### src/rtl/sram_access_arbiter.sv
// sram_access_arbiter: shares one single-port 8K x 32 SRAM between a playback reader (port 0) and a recorder/loader (port 1)
//   CLK, RST                   clock, asynchronous active-high reset
//   req/we/addr/wdata 0 and 1  requests, held until the matching ack
//   ack0/ack1                  one-cycle accept pulses
//   rvalid0/rvalid1, rdata     one-cycle read-return pulses and the shared read data
//   sram_addr/wdata/we/ce_req  SRAM request, driven for exactly one cycle per access
//   sram_rdata                 registered SRAM read data, valid in CAPTURE
//   busy                       high whenever an access is in flight
// Build option: SRAM_ARB_FIXED_PRIORITY_EN makes port 0 win every tie instead of round-robin.
module sram_access_arbiter #(
    parameter int ADDR_W = 13,
    parameter int DATA_W = 32
) (
    input  logic              CLK,
    input  logic              RST,
    input  logic              req0,
    input  logic              we0,
    input  logic [ADDR_W-1:0] addr0,
    input  logic [DATA_W-1:0] wdata0,
    output logic              ack0,
    output logic              rvalid0,
    input  logic              req1,
    input  logic              we1,
    input  logic [ADDR_W-1:0] addr1,
    input  logic [DATA_W-1:0] wdata1,
    output logic              ack1,
    output logic              rvalid1,
    output logic [DATA_W-1:0] rdata,
    output logic [ADDR_W-1:0] sram_addr,
    output logic [DATA_W-1:0] sram_wdata,
    output logic              sram_we,
    output logic              sram_ce_req,
    input  logic [DATA_W-1:0] sram_rdata,
    output logic              busy
);
    typedef enum logic [1:0] {IDLE, ACCESS, CAPTURE} state_t;
    state_t state, state_nx;
    logic grant, pick1, cur, cur_we, rd_done;
`ifndef SRAM_ARB_FIXED_PRIORITY_EN
    logic last;
`endif
    always_comb begin
        state_nx = state == IDLE ? ((req0 || req1) ? ACCESS : IDLE) : state == ACCESS ? CAPTURE : IDLE;
        grant    = state == IDLE && (req0 || req1);
`ifdef SRAM_ARB_FIXED_PRIORITY_EN
        pick1    = req1 && !req0;
`else
        // last == 1 means port 1 was served most recently, so port 0 takes the tie
        pick1    = req1 && (!req0 || !last);
`endif
        rd_done  = state == CAPTURE && !cur_we;
    end
    always_ff @(posedge CLK or posedge RST) begin
        if (RST) state <= IDLE;
        else     state <= state_nx;
    end
    always_ff @(posedge CLK or posedge RST) begin
        if (RST) begin
            ack0        <= 1'b0;
            ack1        <= 1'b0;
            rvalid0     <= 1'b0;
            rvalid1     <= 1'b0;
            rdata       <= '0;
            sram_addr   <= '0;
            sram_wdata  <= '0;
            sram_we     <= 1'b0;
            sram_ce_req <= 1'b0;
            cur         <= 1'b0;
            cur_we      <= 1'b0;
`ifndef SRAM_ARB_FIXED_PRIORITY_EN
            last        <= 1'b1;
`endif
        end else begin
            ack0        <= grant && !pick1;
            ack1        <= grant && pick1;
            sram_we     <= grant && (pick1 ? we1 : we0);
            sram_ce_req <= grant;
            rvalid0     <= rd_done && !cur;
            rvalid1     <= rd_done && cur;
            if (grant) begin
                sram_addr  <= pick1 ? addr1 : addr0;
                sram_wdata <= pick1 ? wdata1 : wdata0;
                cur        <= pick1;
                cur_we     <= pick1 ? we1 : we0;
`ifndef SRAM_ARB_FIXED_PRIORITY_EN
                last       <= pick1;
`endif
            end
            if (rd_done) rdata <= sram_rdata;
        end
    end
    assign busy = state != IDLE;
endmodule

### config.mk
export PLATFORM = sky130hd
export DESIGN_NAME = sram_access_arbiter
export DESIGN_NICKNAME = d
export VERILOG_FILES = /design/src/rtl/sram_access_arbiter.sv
export SDC_FILE = /design/constraint.sdc
export NUM_CORES = 1
export LEC_CHECK = 0
export BUFFER_PORTS_ARGS = -buffer_cell sky130_fd_sc_hd__buf_2
export CAP_MARGIN = 40
export CORE_MARGIN = 3
export CORE_UTILIZATION = 25
export CTS_CLUSTER_DIAMETER = 150
export DETAILED_ROUTE_END_ITERATION = 8
export PLACE_DENSITY_LB_ADDON = 0.1
export SLEW_MARGIN = 20
export SYNTH_ARGS = -nofsm -noshare
export SYNTH_HDL_FRONTEND = slang
export SYNTH_SLANG_ARGS = --single-unit
### constraint.sdc
create_clock -name CLK -period 7.7 [get_ports CLK]
set_clock_uncertainty 0.15 [all_clocks]
set_input_delay 0.77 -clock CLK [delete_from_list [all_inputs] [get_ports CLK]]
set_output_delay 0.77 -clock CLK [all_outputs]
set_load 0.01 [all_outputs]
==> results.py, run 1 <==
metrics = {
    "clock_network": {
        "clk_path_buf_depth": 2,
        "hold_buffer_count_at_cts": 0,
        "cts_made_buffers": 9,
        "cts.repair.resized": 0,
        "worst_skew_late_latency_ps": 330,
        "tritoncts": "done",
        "clockRootBuffer": "clkbuf_16",
        "clkSlewWorstSetupHoldPaths_ps": 60,
        "postCtsSetupBuffers": 0,
        "numClockSinks": 87,
        "cts-htree-levels": 3,
    },
    "setup_path": {
        "crit_path_end_kind": "primary output",
        "startpoint_type": "flip-flop",
        "criticalPathCategory": "flip-flop to primary output",
        "reg2reg_slack_ps": 5480,
        "regToRegStartpoint": "state[0]",
        "crit_path_max_fanout": 27,
        "worst-endpoint-arrival_ps": 1660,
        "timing.reg2reg.worst_path_depth": 5,
        "worst_ep_required_time_ps": 6780,
        "crit-reg2reg-capture": "sram_wdata[7]",
    },
    "sta": {
        "timing.final.crit_period_ps": 2580,
        "grt_setup_unrepaired": "no",
        "timing_worst_slew_pin_value_ps": 573,
        "fmaxAchievable_mhz": 387,
        "timing.final.hold_violations": 0,
        "setup-tns-final_ps": 0,
        "setup_violations": 0,
        "drv_slew": 0,
        "post-route-period-util_pct": 33.5,
        "slew-limit-headroom_pct": 61.8,
    },
    "synthesis": {
        "mappedNetlistNets": 378,
        "post-synth-top-area-cell": "dfrtp_1",
        "yosys_warnings": 0,
        "yosysSeqAreaShare_pct": 61.0,
        "syn-cell-area_sq_um": 3570,
        "yosys_register_bits": 87,
        "syn_area_per_cell_sq_um": 14.3,
        "netlist.area_leader.share_pct": 60.3,
        "yosys.cell_types.count": 19,
        "syn_inst_count": 250,
        "synthTopCellsByArea": "dfrtp_1 60%, a221o_1 13%, mux2_2 9.5%",
    },
    "global_routing": {
        "grt_pass1_vias": 3055,
        "grt-ovfl-total": 0,
        "maximum_number_of_pins_on_one_net_before_global_route_repair": 88,
        "grt_first_pass_wirelength_mm": 16.0,
        "grt_use_total_pct": 12.8,
        "antenna_found_initial": 1,
    },
    "floorplanning": {
        "row_count": 43,
        "die_h_um": 126,
        "core-area_sq_um": 13900,
        "dieArea_sq_um": 15800,
        "pin_count": 212,
        "floorplan.die.width_um": 126,
        "floorplan.initialDensity_pct": 25.6,
    },
    "placement": {
        "dp_hpwl_mm": 6.90,
        "port_buffers": 211,
        "placement.cell_area_sq_um": 4790,
        "place_congestion": 0.694,
    },
    "route": {
        "num_vias": 2888,
        "routedWlPerCell_um": 16.0,
        "final_antenna_net_count": 0,
        "total_length_of_routed_wires_mm": 10.3,
        "detailedRoute.firstPassIterationCount": 4,
        "drt_iter0_markers": 95,
        "detail_route.drc_violations": 0,
        "via_per_inst": 4.51,
    },
    "cells_and_area": {
        "antenna-diode-count": 0,
        "final_area_sq_um": 5130,
        "syn2layout_area_growth_pct": 43.7,
        "final_net_count": 583,
        "layout.filler_cells": 1398,
        "mostFrequentLayoutCell": "buf_2",
        "mostFrequentLayoutCells": "211 x buf_2, 86 x dfrtp_1, 46 x and3_1, 46 x a221o_1, 30 x mux2_2",
        "drive_gt1_share_pct": 58.5,
    },
    "pwr": {
        "max-vdd-ir-drop_mv": 0.119,
        "total_leakage_power_nw": 2.74,
        "power_per_cell_area_nw_per_um2": 421,
    },
    "outcome": {
        "outcome": "finished, final reports clean",
    },
    "min_path": {
        "hold_path_class": "flip-flop to flip-flop",
        "holdPathEnd": "rvalid0",
        "min_from": "cur",
        "hold_path_depth": 1,
    },
    "job": {
        "drv_cap": 0,
    },
}
critical path, cell delays in order (launching register included):
cell and delay (ps):
dfrtp_1 450, nor2_4 460, buf_16 230, inv_1 50, buf_2 130
sequential cells by signal (all words and copies together) (netlist names):
signal,cells
cur,1
sram_we,1
ack1,1
cur_we,1
sram_wdata,32
ack0,1
rvalid0,1
last,1
rdata,32
rvalid1,1
sram_addr,13
state,2
per-stage QoR:
stage | total power, mW | setup slack, ps | instances | util, % | hold slack (ps)
3_5_place_dp | 1.74 | 5420 | 623 | 34.4 | 293
6_report | 2.16 | 5120 | 640 | 36.8 | 303
4_1_cts | 2.20 | 5060 | 639 | 36.6 | 304
3_3_place_gp | 1.69 | 5230 | 621 | 34.0 | 288
5_1_grt | 2.31 | 4990 | 640 | 36.8 | 322
2_1_floorplan | 1.37 | 4530 | 250 | - | 267
Yosys cell counts:
cell type	n
a21boi_1	1
nor3b_4	1
mux2_1	2
nor2b_1	2
buf_6	9
dfstp_2	1
o21ai_2	1
mux2_2	30
dfrtp_1	86
a21o_1	3
clkbuf_1	8
a221o_1	46
and3_1	46
buf_2	6
and2_1	2
nand2b_1	1
inv_1	3
and3_4	1
nor2_4	1
routing by layer:
| metal | up-vias | global-route usage, % | share of wire (%) |
|---|---|---|---|
| met5 | - | 0 | 0.13 |
| met4 | 2 | 5.17 | 1.5 |
| met3 | 13 | 4.83 | 11 |
| met2 | 145 | 19.1 | 43 |
| met1 | 1348 | 16.7 | 45 |
| li1 | 1380 | - | - |
power by group:
part / switching (mW) / internal, mW / leakage [nW]
clock: 0.176 / 0.277 / 0.156
combinational: 0.451 / 0.455 / 1.53
sequential: 0.116 / 0.684 / 1.06
layout make-up:
cell class / instances / area [sq um] / share of cell area [%]
sequential: 87 / 2180 / 42.5
clock inverter: 3 / 40.0 / 0.780
clock buffer: 13 / 270 / 5.27
multi-input combinational: 137 / 1240 / 24.1
tap: 180 / 225 / 4.39
timing repair buffer: 217 / 1160 / 22.7
inverter: 3 / 12.5 / 0.244
worst max-delay path by stage:
stage	startpoint	to	depth (start not counted)
final	state[0]	busy	4
after global routing	state[0]	busy	4
after CTS	state[0]	busy	4
after detailed placement	state[0]	sram_wdata[28]	4
after global placement	state[0]	sram_addr[4]	3
after floorplan	RST	ack0	1
cell families after synthesis:
logic type,after synthesis,share of synthesized area [%]
flip-flops,87,61.0
AND/OR/NAND/NOR,54,10.1
AO/OA/AOI/OAI,51,14.0
multiplexers,32,10.1
buffers and inverters,26,4.84
Note: power is estimated with default switching activity, not from simulation.
==> run 2, diff against run 1 <==
Clock period 7.7 ns to 2.12 ns, I/O delays scaled along.
==> run 2 against run 1 <==
- critical path depth did not move
- final cell count rose by 13%
- die area unchanged
- sequential power rose to 3.6 times the previous value
- count of clock-buffer cells in the layout unchanged
- utilization up 5.3 points
- total power grew to 3.6 times the previous value
- global-route usage grew 0.68 points
- combinational power grew to 3.7 times the previous value
- wire length is 3.3% higher
- clock power rose to 3.2 times the previous value
- critical endpoint unchanged
==> results.py, run 2 (synthesized netlist as in run 1, its figures left out) <==
metrics = {
    "global_routing": {
        "grt-ovfl-total": 0,
        "maximum_number_of_pins_on_one_net_before_global_route_repair": 56,
        "grt_use_total_pct": 13.4,
        "grt.met3_usage_pct": 4.23,
        "groute.layer.met1.usage_pct": 17.7,
        "grt_first_pass_wirelength_mm": 17.0,
        "grtUsageMet2_pct": 20.5,
        "grt_pass1_vias": 3378,
        "antenna_found_initial": 3,
        "gr-max-usage-layer": "met2",
    },
    "sta": {
        "timing.final.crit_period_ps": 1940,
        "grt_setup_unrepaired": "no",
        "setup-tns-final_ps": 0,
        "timing.final.hold_violations": 0,
        "slew-limit-headroom_pct": 62.1,
        "fmaxAchievable_mhz": 516,
        "setup_violations": 0,
        "drv_slew": 0,
        "post-route-period-util_pct": 91.4,
        "timing_worst_slew_pin_value_ps": 566,
    },
    "cells_and_area": {
        "layout.filler_cells": 1328,
        "layout_top_registers": "rdata x32, sram_wdata x32, sram_addr x13",
        "mostFrequentLayoutCell": "buf_2",
        "antenna-diode-count": 0,
        "drive_gt1_share_pct": 49.8,
        "syn2layout_area_growth_pct": 64.2,
        "mostFrequentLayoutCells": "211 x buf_2, 86 x dfrtp_1, 79 x dlygate4sd3_1",
        "final_core_utilization_pct": 42.1,
        "final_net_count": 663,
    },
    "setup_path": {
        "critPathLaunch": "state[0]",
        "crit_path_max_fanout": 48,
        "critPathCapture": "busy",
        "worst-endpoint-arrival_ps": 1580,
        "crit-reg2reg-capture": "sram_addr[6]",
        "timing.reg2reg.worst_path_depth": 3,
        "reg2reg_slack_ps": 440,
        "crit_path_end_kind": "primary output",
        "criticalPathCategory": "flip-flop to primary output",
        "worst_ep_required_time_ps": 1760,
        "regToRegStartpoint": "last",
        "startpoint_type": "flip-flop",
    },
    "pwr": {
        "total_leakage_power_nw": 3.04,
        "power_per_cell_area_nw_per_um2": 1320,
        "max-vdd-ir-drop_mv": 0.567,
    },
    "floorplanning": {
        "pin_count": 212,
        "floorplan.initialDensity_pct": 25.6,
        "floorplan.die.width_um": 126,
        "row_count": 43,
        "core-area_sq_um": 13900,
        "dieArea_sq_um": 15800,
        "die_h_um": 126,
    },
    "clock_network": {
        "clkSlewWorstSetupHoldPaths_ps": 60,
        "clk_path_buf_depth": 2,
        "cts_made_buffers": 9,
        "hold_buffer_count_at_cts": 79,
        "worst_skew_late_latency_ps": 330,
        "numClockSinks": 87,
        "tritoncts": "done",
        "cts-htree-levels": 3,
        "cts.repair.resized": 0,
        "postCtsSetupBuffers": 0,
        "clockRootBuffer": "clkbuf_16",
    },
    "route": {
        "drt_iter0_markers": 111,
        "final_antenna_net_count": 0,
        "detailedRoute.firstPassIterationCount": 4,
        "num_vias": 3178,
        "detail_route.drc_violations": 0,
        "routedWlPerCell_um": 14.7,
        "total_length_of_routed_wires_mm": 10.6,
        "via_per_inst": 4.41,
    },
    "min_path": {
        "hold_path_class": "input port to flip-flop",
    },
    "placement": {
        "place_congestion": 0.731,
        "port_buffers": 211,
        "dp_hpwl_mm": 7.11,
    },
    "job": {
        "drv_cap": 0,
    },
    "outcome": {
        "outcome": "finished, final reports clean",
    },
}
-- run 2: worst min-delay path by stage --
stage / from / endpoint / slack (ps) / depth (start not counted)
after global placement: RST / rdata[22] / 180 / 3
after floorplan: we0 / sram_we / 180 / 1
after global routing: wdata1[5] / sram_wdata[5] / 40 / 3
final: wdata1[9] / sram_wdata[9] / 50 / 3
after detailed placement: RST / sram_addr[9] / 190 / 3
after CTS: wdata1[5] / sram_wdata[5] / 30 / 3
-- run 2: report_power, final --
group,internal [mW],switching (mW)
Combinational,1.72,1.62
Sequential,2.49,0.435
Clock,0.855,0.617
-- run 2: metal layers --
layer  vias to the layer above  part of all wire (%)
met3                        21                   8.7
met4                         6                   2.0
met1                      1463                    45
met2                       150                    44
met5                         -                  0.34
li1                       1538                     -
-- run 2: layout make-up --
type	instances	area, sq um	share of cell area [%]
Tap cell	180	225	3.84
Clock buffer	13	260	4.44
Timing Repair Buffer	297	1940	33.0
Sequential cell	87	2180	37.1
Multi-Input combinational cell	137	1230	21.0
Clock inverter	3	17.5	0.299
Inverter	3	15.0	0.256
-- run 2: metrics by stage --
step                      hold slack, ps  setup WS [ps]  power, mW  instance area, sq um  cells
after floorplan                      178            498       4.99                  3570    250
after global placement               182            450       6.21                  4800    625
after detailed placement             185            432       6.25                  4800    625
after CTS                           28.2            152       7.88                  5860    720
after global routing                37.6           60.2       8.30                  5860    720
final                               53.0            183       7.74                  5860    720
-- run 2: worst max-delay path: stages (launching register included) --
cell and delay [ps]:
dfrtp_1 450, nor2_4 160, buf_4 400, inv_1 70, buf_2 150
